$ cat src/rtl/uart_pkg.sv
`default_nettype none
// ============================================================================
// Module      : uart_pkg
// Description : Shared types and elaboration helpers for the UART receiver.
// Revision    : 1.0 - initial parametrised receiver release
// ============================================================================
package uart_pkg;

    typedef enum logic [1:0] {
        PAR_NONE = 2'd0,
        PAR_ODD  = 2'd1,
        PAR_EVEN = 2'd2
    } parity_e;

    typedef enum logic [2:0] {
        ST_IDLE    = 3'd0,
        ST_START   = 3'd1,
        ST_DATA    = 3'd2,
        ST_PAR     = 3'd3,
        ST_STOP    = 3'd4,
        ST_WAIT_HI = 3'd5
    } rx_state_e;

    localparam int c_MIN_OVERSAMPLE = 8;
    localparam int c_MIN_DATA_BITS  = 5;
    localparam int c_MAX_DATA_BITS  = 9;

    function automatic bit rx_params_ok(
        input int oversample,
        input int data_bits,
        input int parity,
        input int stop_bits,
        input int fifo_depth
    );
        bit ok;
        ok = (oversample >= c_MIN_OVERSAMPLE) && (oversample % 2 == 0);
        ok = ok && (data_bits >= c_MIN_DATA_BITS) && (data_bits <= c_MAX_DATA_BITS);
        ok = ok && (parity >= int'(PAR_NONE)) && (parity <= int'(PAR_EVEN));
        ok = ok && (stop_bits == 1 || stop_bits == 2);
        ok = ok && (fifo_depth >= 2) && ((fifo_depth & (fifo_depth - 1)) == 0);
        return ok;
    endfunction

    // Rounded clock divider per oversample tick; 0 flags an unusable rate.
    function automatic int calc_div(input int clk_hz, input int baud, input int oversample);
        int tick_hz;
        if (baud <= 0 || oversample < c_MIN_OVERSAMPLE || clk_hz <= 0) begin
            return 0;
        end
        tick_hz = baud * oversample;
        return (clk_hz + tick_hz / 2) / tick_hz;
    endfunction

endpackage
`default_nettype wire

$ cat src/rtl/uart_rx_fifo.sv
`default_nettype none
// ============================================================================
// Module      : uart_rx_fifo
// Description : Show-ahead receive FIFO; head word is visible on rdata.
// Revision    : 1.0 - initial release
// ============================================================================
module uart_rx_fifo
    import uart_pkg::*;
#(
    parameter int WIDTH = 10,
    parameter int DEPTH = 4
) (
    input  logic             clk,
    input  logic             reset,
    input  logic             push,
    input  logic [WIDTH-1:0] wdata,
    input  logic             pop,
    output logic [WIDTH-1:0] rdata,
    output logic             empty,
    output logic             full
);

    localparam int c_AW = $clog2(DEPTH);

    // Extra MSB on each pointer separates full from empty.
    logic [c_AW:0]      r_wr_ptr;
    logic [c_AW:0]      r_rd_ptr;
    logic [WIDTH-1:0]   r_mem [DEPTH];
    logic               w_rd_en;
    logic               w_wr_en;

    assign empty   = (r_wr_ptr == r_rd_ptr);
    assign full    = (r_wr_ptr[c_AW] != r_rd_ptr[c_AW]) &&
                     (r_wr_ptr[c_AW-1:0] == r_rd_ptr[c_AW-1:0]);
    assign w_rd_en = pop && !empty;
    assign w_wr_en = push && (!full || w_rd_en);
    assign rdata   = r_mem[r_rd_ptr[c_AW-1:0]];

    always_ff @(posedge clk or negedge reset) begin
        if (!reset) begin
            r_wr_ptr <= '0;
            r_rd_ptr <= '0;
            for (int i = 0; i < DEPTH; i++) begin
                r_mem[i] <= '0;
            end
        end else begin
            if (w_wr_en) begin
                r_mem[r_wr_ptr[c_AW-1:0]] <= wdata;
                r_wr_ptr                  <= r_wr_ptr + 1'b1;
            end
            if (w_rd_en) begin
                r_rd_ptr <= r_rd_ptr + 1'b1;
            end
        end
    end

endmodule
`default_nettype wire

$ cat src/rtl/uart_rx_param.sv
`default_nettype none
// ============================================================================
// Module      : uart_rx_param
// Description : Oversampled, majority-voting UART receiver with error flags,
//               show-ahead receive FIFO and sticky overrun.
// Revision    : 1.0 - initial parametrised release
// ============================================================================
module uart_rx_param
    import uart_pkg::*;
#(
    parameter int CLK_HZ     = 100000000,
    parameter int BAUD       = 9600,
    parameter int OVERSAMPLE = 16,
    parameter int DATA_BITS  = 8,
    parameter int PARITY     = 0,
    parameter int STOP_BITS  = 1,
    parameter int FIFO_DEPTH = 4
) (
    input  logic                 clk,
    input  logic                 reset,
    input  logic                 din,
    output logic [DATA_BITS-1:0] rx_data,
    output logic                 rx_frame_err,
    output logic                 rx_parity_err,
    output logic                 rx_valid,
    input  logic                 rx_ready,
    output logic                 overrun,
    input  logic                 clr_overrun,
    output logic                 busy
);

    localparam int c_DIV   = calc_div(CLK_HZ, BAUD, OVERSAMPLE);
    localparam int c_DIV_W = (c_DIV > 1) ? $clog2(c_DIV) : 1;
    localparam int c_OS_W  = $clog2(OVERSAMPLE);
    localparam int c_BIT_W = $clog2(DATA_BITS);
    localparam int c_WORD_W = DATA_BITS + 2;

    localparam logic [c_DIV_W-1:0] c_DIV_LAST = c_DIV_W'(c_DIV - 1);
    localparam logic [c_OS_W-1:0]  c_OS_LAST  = c_OS_W'(OVERSAMPLE - 1);
    localparam logic [c_OS_W-1:0]  c_S0       = c_OS_W'(OVERSAMPLE / 2 - 1);
    localparam logic [c_OS_W-1:0]  c_S1       = c_OS_W'(OVERSAMPLE / 2);
    localparam logic [c_OS_W-1:0]  c_S2       = c_OS_W'(OVERSAMPLE / 2 + 1);
    localparam logic [c_BIT_W-1:0] c_BIT_LAST = c_BIT_W'(DATA_BITS - 1);
    localparam logic               c_STOP_LAST = (STOP_BITS == 2);
    localparam bit                 c_PAR_EN    = (PARITY != int'(PAR_NONE));
    localparam bit                 c_PAR_ODD   = (PARITY == int'(PAR_ODD));

    generate
        if (!rx_params_ok(OVERSAMPLE, DATA_BITS, PARITY, STOP_BITS, FIFO_DEPTH) || c_DIV < 1)
        begin : g_param_check
            $error("uart_rx_param: illegal parameter combination");
        end
    endgenerate

    // ------------------------------------------------------------------
    // Input synchroniser and edge history
    // ------------------------------------------------------------------
    logic [1:0] r_sync;
    logic       r_ds_prev;
    logic       w_ds;

    assign w_ds = r_sync[1];

    always_ff @(posedge clk or negedge reset) begin
        if (!reset) begin
            r_sync    <= 2'b11;
            r_ds_prev <= 1'b1;
        end else begin
            r_sync    <= {r_sync[0], din};
            r_ds_prev <= w_ds;
        end
    end

    // ------------------------------------------------------------------
    // Tick generator and majority-vote sampler
    // ------------------------------------------------------------------
    rx_state_e          r_state;
    logic [c_DIV_W-1:0] r_div_cnt;
    logic [c_OS_W-1:0]  r_os_cnt;
    logic               r_s0;
    logic               r_s1;
    logic               w_start;
    logic               w_tick;
    logic               w_vote_en;
    logic               w_vote;

    assign w_start   = (r_state == ST_IDLE) && r_ds_prev && !w_ds;
    assign w_tick    = (r_div_cnt == c_DIV_LAST);
    assign w_vote_en = w_tick && (r_os_cnt == c_S2);
    assign w_vote    = (r_s0 & r_s1) | (r_s0 & w_ds) | (r_s1 & w_ds);

    // Restarting on the start edge aligns every later bit's sample window.
    always_ff @(posedge clk or negedge reset) begin
        if (!reset) begin
            r_div_cnt <= '0;
            r_os_cnt  <= '0;
            r_s0      <= 1'b1;
            r_s1      <= 1'b1;
        end else begin
            if (w_start) begin
                r_div_cnt <= '0;
                r_os_cnt  <= '0;
            end else if (w_tick) begin
                r_div_cnt <= '0;
                r_os_cnt  <= (r_os_cnt == c_OS_LAST) ? '0 : r_os_cnt + 1'b1;
            end else begin
                r_div_cnt <= r_div_cnt + 1'b1;
            end
            if (w_tick && r_os_cnt == c_S0) begin
                r_s0 <= w_ds;
            end
            if (w_tick && r_os_cnt == c_S1) begin
                r_s1 <= w_ds;
            end
        end
    end

    // ------------------------------------------------------------------
    // Frame FSM
    // ------------------------------------------------------------------
    logic [c_BIT_W-1:0]   r_bit_cnt;
    logic [DATA_BITS-1:0] r_shift;
    logic                 r_perr;
    logic                 r_ferr;
    logic                 r_stop_cnt;
    logic                 r_busy;
    logic                 w_exp_par;
    logic                 w_push;
    logic [c_WORD_W-1:0]  w_wdata;

    assign w_exp_par = c_PAR_ODD ? ~(^r_shift) : (^r_shift);
    assign w_push    = w_vote_en && (r_state == ST_STOP) && (r_stop_cnt == c_STOP_LAST);
    // The final stop vote is folded in here since r_ferr updates one edge later.
    assign w_wdata   = {r_ferr | ~w_vote, r_perr, r_shift};

    always_ff @(posedge clk or negedge reset) begin
        if (!reset) begin
            r_state    <= ST_IDLE;
            r_bit_cnt  <= '0;
            r_shift    <= '0;
            r_perr     <= 1'b0;
            r_ferr     <= 1'b0;
            r_stop_cnt <= 1'b0;
            r_busy     <= 1'b0;
        end else begin
            case (r_state)
                ST_IDLE: begin
                    if (w_start) begin
                        r_state <= ST_START;
                        r_busy  <= 1'b1;
                    end
                end
                ST_START: begin
                    if (w_vote_en) begin
                        if (w_vote) begin
                            r_state <= ST_IDLE;
                            r_busy  <= 1'b0;
                        end else begin
                            r_state    <= ST_DATA;
                            r_bit_cnt  <= '0;
                            r_perr     <= 1'b0;
                            r_ferr     <= 1'b0;
                            r_stop_cnt <= 1'b0;
                        end
                    end
                end
                ST_DATA: begin
                    if (w_vote_en) begin
                        r_shift <= {w_vote, r_shift[DATA_BITS-1:1]};
                        if (r_bit_cnt == c_BIT_LAST) begin
                            r_state <= c_PAR_EN ? ST_PAR : ST_STOP;
                        end else begin
                            r_bit_cnt <= r_bit_cnt + 1'b1;
                        end
                    end
                end
                ST_PAR: begin
                    if (w_vote_en) begin
                        r_perr  <= (w_vote != w_exp_par);
                        r_state <= ST_STOP;
                    end
                end
                ST_STOP: begin
                    if (w_vote_en) begin
                        if (!w_vote) begin
                            r_ferr <= 1'b1;
                        end
                        if (r_stop_cnt == c_STOP_LAST) begin
                            if (w_vote) begin
                                r_state <= ST_IDLE;
                                r_busy  <= 1'b0;
                            end else begin
                                r_state <= ST_WAIT_HI;
                            end
                        end else begin
                            r_stop_cnt <= 1'b1;
                        end
                    end
                end
                ST_WAIT_HI: begin
                    if (w_ds) begin
                        r_state <= ST_IDLE;
                        r_busy  <= 1'b0;
                    end
                end
                default: begin
                    r_state <= ST_IDLE;
                    r_busy  <= 1'b0;
                end
            endcase
        end
    end

    // ------------------------------------------------------------------
    // Receive FIFO and overrun
    // ------------------------------------------------------------------
    logic [c_WORD_W-1:0] w_rdata;
    logic                w_empty;
    logic                w_full;
    logic                w_pop;
    logic                w_drop;
    logic                r_overrun;

    assign w_pop  = rx_ready && !w_empty;
    assign w_drop = w_push && w_full && !w_pop;

    uart_rx_fifo #(
        .WIDTH (c_WORD_W),
        .DEPTH (FIFO_DEPTH)
    ) u_fifo (
        .clk   (clk),
        .reset (reset),
        .push  (w_push),
        .wdata (w_wdata),
        .pop   (w_pop),
        .rdata (w_rdata),
        .empty (w_empty),
        .full  (w_full)
    );

    always_ff @(posedge clk or negedge reset) begin
        if (!reset) begin
            r_overrun <= 1'b0;
        end else if (w_drop) begin
            r_overrun <= 1'b1;
        end else if (clr_overrun) begin
            r_overrun <= 1'b0;
        end
    end

    assign rx_data       = w_rdata[DATA_BITS-1:0];
    assign rx_parity_err = w_rdata[DATA_BITS];
    assign rx_frame_err  = w_rdata[DATA_BITS+1];
    assign rx_valid      = !w_empty;
    assign overrun       = r_overrun;
    assign busy          = r_busy;

endmodule
`default_nettype wire
$ cat config.mk
export PLATFORM = sky130hd
export DESIGN_NAME = uart_rx_param
export DESIGN_NICKNAME = d
export VERILOG_FILES = /design/src/rtl/uart_pkg.sv /design/src/rtl/uart_rx_fifo.sv /design/src/rtl/uart_rx_param.sv
export SDC_FILE = /design/constraint.sdc
export NUM_CORES = 1
export LEC_CHECK = 0
export CAP_MARGIN = 20
export CORE_ASPECT_RATIO = 1.4
export CORE_MARGIN = 2
export CORE_UTILIZATION = 45
export DETAILED_ROUTE_END_ITERATION = 12
export GPL_TIMING_DRIVEN = 0
export PLACE_DENSITY = 0.66
export SKIP_LAST_GASP = 1
export SLEW_MARGIN = 20
export SYNTH_ARGS = -nofsm -noshare
export SYNTH_HDL_FRONTEND = slang
export SYNTH_SLANG_ARGS = --single-unit
$ cat constraint.sdc
create_clock -name clk -period 1.95 [get_ports clk]
set_clock_uncertainty 0.15 [all_clocks]
set_input_delay 0.2925 -clock clk [delete_from_list [all_inputs] [get_ports clk]]
set_output_delay 0.2925 -clock clk [all_outputs]
set_load 0.01 [all_outputs]
==> flow_results.xml <==
<?xml version="1.0" encoding="UTF-8"?>
<metrics>
  <group name="timing">
    <metric name="finalWorstPathRequiredPeriod" unit="ns">2.09</metric>
    <metric name="worst-slew-pin-transition" unit="ns">0.423</metric>
    <metric name="timing_max_transition_violations_final" unit="">0</metric>
    <metric name="maximum_clock_frequency" unit="MHz">478</metric>
    <metric name="rsz_0062_raised_after_global_routing" unit="">true</metric>
    <metric name="finalHoldViolations" unit="">0</metric>
    <metric name="final_critical_path_setup_slack" unit="ns">-0.144</metric>
    <metric name="layout_worst_path_cycle_share" unit="%">107</metric>
    <metric name="final.hold.worst_slack" unit="ns">0.209</metric>
    <metric name="maxSlewHeadroom" unit="%">71.8</metric>
    <metric name="setup_viol_count_final" unit="">66</metric>
  </group>
  <group name="power">
    <metric name="seqPwrFrac" unit="%">45.0</metric>
    <metric name="total_leakage_power" unit="nW">2.34</metric>
    <metric name="design_power_total" unit="mW">4.31</metric>
    <metric name="power_density" unit="nW/um2">883</metric>
    <metric name="vdd_drop_max" unit="V">0.000528</metric>
    <metric name="share_clk_of_total_power" unit="%">40.9</metric>
    <metric name="power_frac_comb" unit="%">14.1</metric>
    <metric name="power.net_switching" unit="mW">1.10</metric>
    <metric name="switching_share" unit="%">25.4</metric>
    <metric name="power.internal" unit="mW">3.22</metric>
  </group>
  <group name="clocking">
    <metric name="cts_buffers" unit="">9</metric>
    <metric name="worst_skew_pair.late_latency" unit="ns">0.33</metric>
    <metric name="cts.sink_count" unit="">83</metric>
    <metric name="clock_tree.root_cell" unit="">sky130_fd_sc_hd__clkbuf_16</metric>
    <metric name="clock_tree.htree_level_count" unit="">3</metric>
    <metric name="cts_tree" unit="">done</metric>
    <metric name="cts-root-to-sink-buffers" unit="">2</metric>
    <metric name="clk_transition_reported_paths" unit="ns">0.06</metric>
  </group>
  <group name="final_layout">
    <metric name="design.final.nets" unit="">360</metric>
    <metric name="instances_no_fill" unit="">452</metric>
    <metric name="drive_gt1_share" unit="%">42.9</metric>
    <metric name="final_common_cell" unit="">sky130_fd_sc_hd__dfrtp_1</metric>
    <metric name="area_growth" unit="%">24.1</metric>
    <metric name="antenna_cells" unit="">0</metric>
    <metric name="most-common-layout-cells" unit="">sky130_fd_sc_hd__dfrtp_1 (73), sky130_fd_sc_hd__mux2_2 (52), sky130_fd_sc_hd__nand2_1 (18)</metric>
    <metric name="final.fill_count" unit="">700</metric>
    <metric name="fin_util" unit="%">57.0</metric>
  </group>
  <group name="place">
    <metric name="post-place-ws" unit="ns">-0.458</metric>
    <metric name="placer_congestion" unit="">0.829</metric>
    <metric name="io_buffer_count" unit="">17</metric>
    <metric name="placed_cells_incl_taps" unit="">417</metric>
    <metric name="post-dp-hpwl" unit="um">4770</metric>
  </group>
  <group name="synthesis">
    <metric name="syn_avg_cell_area" unit="um2">13.4</metric>
    <metric name="synth_nets" unit="">311</metric>
    <metric name="synth.mux.area_fraction" unit="%">21.2</metric>
    <metric name="yosysSeqAreaShare" unit="%">53.0</metric>
    <metric name="ys_warn_count" unit="">0</metric>
    <metric name="asyncSetResetFlopFracSynth" unit="%">100</metric>
    <metric name="postSynthCellCount" unit="">294</metric>
    <metric name="cell_variety_after_synth" unit="">48</metric>
    <metric name="synth_xor_area_share" unit="%">5.47</metric>
    <metric name="synth-compound-area-share" unit="%">3.66</metric>
    <metric name="ys.flop_type" unit="">sky130_fd_sc_hd__dfrtp_1</metric>
    <metric name="synth_simple_gate_area_share" unit="%">11.0</metric>
    <metric name="area_of_the_mapped_netlist" unit="um2">3930</metric>
    <metric name="synth-edff-count" unit="">0</metric>
    <metric name="number_of_synthesized_register_bits" unit="">83</metric>
    <metric name="synth_fa_ha_area_share" unit="%">4.07</metric>
    <metric name="synth_top_family_by_area" unit="">multiplexers</metric>
  </group>
  <group name="min_path">
    <metric name="min-delay-path-class" unit="">reg -&gt; reg</metric>
  </group>
  <group name="detailed_routing">
    <metric name="detail_route.first_pass.iterations" unit="">4</metric>
    <metric name="routed_wl_per_cell" unit="um">16.6</metric>
    <metric name="drt_wirelength" unit="um">7480</metric>
    <metric name="antenna_left" unit="">0</metric>
    <metric name="vias" unit="">2431</metric>
    <metric name="drcViolationCount" unit="">0</metric>
    <metric name="detail_route.vias_per_cell" unit="">5.38</metric>
    <metric name="drt_iter0_drc" unit="">110</metric>
  </group>
  <group name="setup_path">
    <metric name="worst-path-max-fanout" unit="">10</metric>
    <metric name="critical_path.endpoint_type" unit="">flip-flop</metric>
    <metric name="path_class" unit="">reg -&gt; reg</metric>
    <metric name="timing.critical_path.from_type" unit="">flip-flop</metric>
    <metric name="crit_arrival" unit="ns">2.16</metric>
    <metric name="cp.required" unit="ns">2.01</metric>
  </group>
  <group name="global_route">
    <metric name="grt_antenna_before_repair" unit="">0</metric>
    <metric name="first_global_vias" unit="">2505</metric>
    <metric name="largest_net_degree_at_the_start_of_global_routing" unit="">54</metric>
    <metric name="global_route_wire_length_before_repair" unit="um">12500</metric>
    <metric name="globalRouteOverflowTotal" unit="">0</metric>
    <metric name="grt.total_usage" unit="%">16.8</metric>
  </group>
  <group name="status">
    <metric name="run_status" unit="">finished with violations</metric>
    <metric name="violations_in_the_final_reports" unit="">negative setup slack</metric>
  </group>
  <group name="die">
    <metric name="die-area" unit="um2">9510</metric>
    <metric name="die_h" unit="um">115</metric>
    <metric name="initial_cell_density_of_the_core" unit="%">46.0</metric>
    <metric name="total_core_area" unit="um2">8560</metric>
    <metric name="design.portCount" unit="">18</metric>
    <metric name="fp-row-count" unit="">40</metric>
    <metric name="die_width" unit="um">83.0</metric>
  </group>
  <group name="run">
    <metric name="cap_violations" unit="">0</metric>
  </group>
</metrics>
[final cells by class]
| class | count | area [um2] | share of cell area (%) |
|---|---|---|---|
| clock buffer | 10 | 229 | 4.69 |
| clock inverter | 5 | 78.8 | 1.61 |
| multi-input combinational | 196 | 1880 | 38.5 |
| timing repair buffer | 39 | 374 | 7.66 |
| sequential | 83 | 2090 | 42.8 |
| buffer | 5 | 63.8 | 1.31 |
| tap | 105 | 131 | 2.69 |
| inverter | 9 | 33.8 | 0.692 |
[power groups by stage]
stage	clock network, mW	registers, mW	logic, mW
2_1_floorplan	0	1.93	0.358
3_3_place_gp	0	1.94	0.495
3_5_place_dp	0	1.95	0.522
4_1_cts	1.80	1.94	0.574
5_1_grt	1.90	1.95	0.685
6_report	1.77	1.94	0.607
[synth_stat cells (2+ instances only)]
cell type	n	share of area, %
sky130_fd_sc_hd__dfrtp_1	78	50
sky130_fd_sc_hd__mux2_2	53	15
sky130_fd_sc_hd__nand2_1	21	2.0
sky130_fd_sc_hd__nor2_1	17	1.6
sky130_fd_sc_hd__xnor2_1	17	3.8
sky130_fd_sc_hd__ha_1	12	3.8
sky130_fd_sc_hd__mux4_2	10	5.7
sky130_fd_sc_hd__inv_1	9	0.86
sky130_fd_sc_hd__a21oi_1	6	0.76
sky130_fd_sc_hd__o21ai_0	6	0.76
sky130_fd_sc_hd__dfstp_2	5	3.3
sky130_fd_sc_hd__nand3_1	5	0.64
sky130_fd_sc_hd__xor2_1	5	1.1
sky130_fd_sc_hd__and3_1	4	0.64
sky130_fd_sc_hd__clkbuf_1	4	0.38
sky130_fd_sc_hd__nand2_2	4	0.64
sky130_fd_sc_hd__a22o_1	2	0.45
sky130_fd_sc_hd__and2_1	2	0.32
sky130_fd_sc_hd__and3b_1	2	0.45
sky130_fd_sc_hd__nand2b_1	2	0.32
sky130_fd_sc_hd__nor3b_1	2	0.38
sky130_fd_sc_hd__or4_1	2	0.38
[timing repair]
action / CTS / global route
pin swaps: 7 / 11
cloned: 1 / 0
setup endpoints to repair: 70 / 80
gates resized for setup: 72 / 17
buffers inserted: 14 / 7
hold endpoints to repair: 30 / 0
hold buffers: 1 / 0
[per-layer routing]
metal	up-vias	track usage [%]	part of all wire, %
li1	1151	-	-
met1	1246	20.3	44
met4	0	4.59	0.87
met5	-	0	0
met2	28	29.8	53
met3	6	4.18	2.4
[kinds of logic (layout without fill, tap and decap cells)]
family | count (synthesis) | after routing
compound gates | 22 | 22
xor+xnor | 23 | 23
fa+ha+maj | 13 | 13
buf+inv | 15 | 68
flops | 83 | 83
mux | 64 | 64
simple gates | 74 | 74
[registers in the layout (all words and copies together), names as in the netlist, 3 cells and up]
name and flops:
u_fifo.r_mem 40, r_div_cnt 10, r_shift 8, r_os_cnt 4
r_bit_cnt 3, r_state 3, u_fifo.r_rd_ptr 3, u_fifo.r_wr_ptr 3
[critical path: stages (launching register included)]
cell and delay (ns):
sky130_fd_sc_hd__dfrtp_2 0.45, sky130_fd_sc_hd__buf_6 0.15, sky130_fd_sc_hd__xnor2_2 0.13, sky130_fd_sc_hd__and4b_2 0.25, sky130_fd_sc_hd__nor3_4 0.19, sky130_fd_sc_hd__buf_6 0.17
sky130_fd_sc_hd__nand2_4 0.06, sky130_fd_sc_hd__buf_12 0.15, sky130_fd_sc_hd__mux2_2 0.27
[through the flow]
step	setup TNS (ns)	area [um2]
finish	-5.49	4880
global route	-9.26	4880
CTS	-8.18	4810
detailed placement	-25.03	4270
global placement	-227.80	4250
floorplan	-2.85	3940
[final timing paths]
kind,end,depth (start not counted),startpoint,slack [ns]
max,u_fifo.r_mem[3]$_DFFE_PN0P_,8,u_fifo.r_rd_ptr[0]$_DFFE_PN0P_,-0.14
min,r_sync[1]$_DFF_PN1_,0,r_sync[0]$_DFF_PN1_,0.21
max reg2reg,u_fifo.r_mem[3]$_DFFE_PN0P_,8,u_fifo.r_rd_ptr[0]$_DFFE_PN0P_,-0.14
min reg2reg,r_sync[1]$_DFF_PN1_,0,r_sync[0]$_DFF_PN1_,0.21
max in group asynchronous,r_sync[1]$_DFF_PN1_,3,reset,0.73
min in group asynchronous,u_fifo.r_mem[30]$_DFFE_PN0P_,2,reset,0.29
No activity file was read; power rests on OpenSTA's default activity.
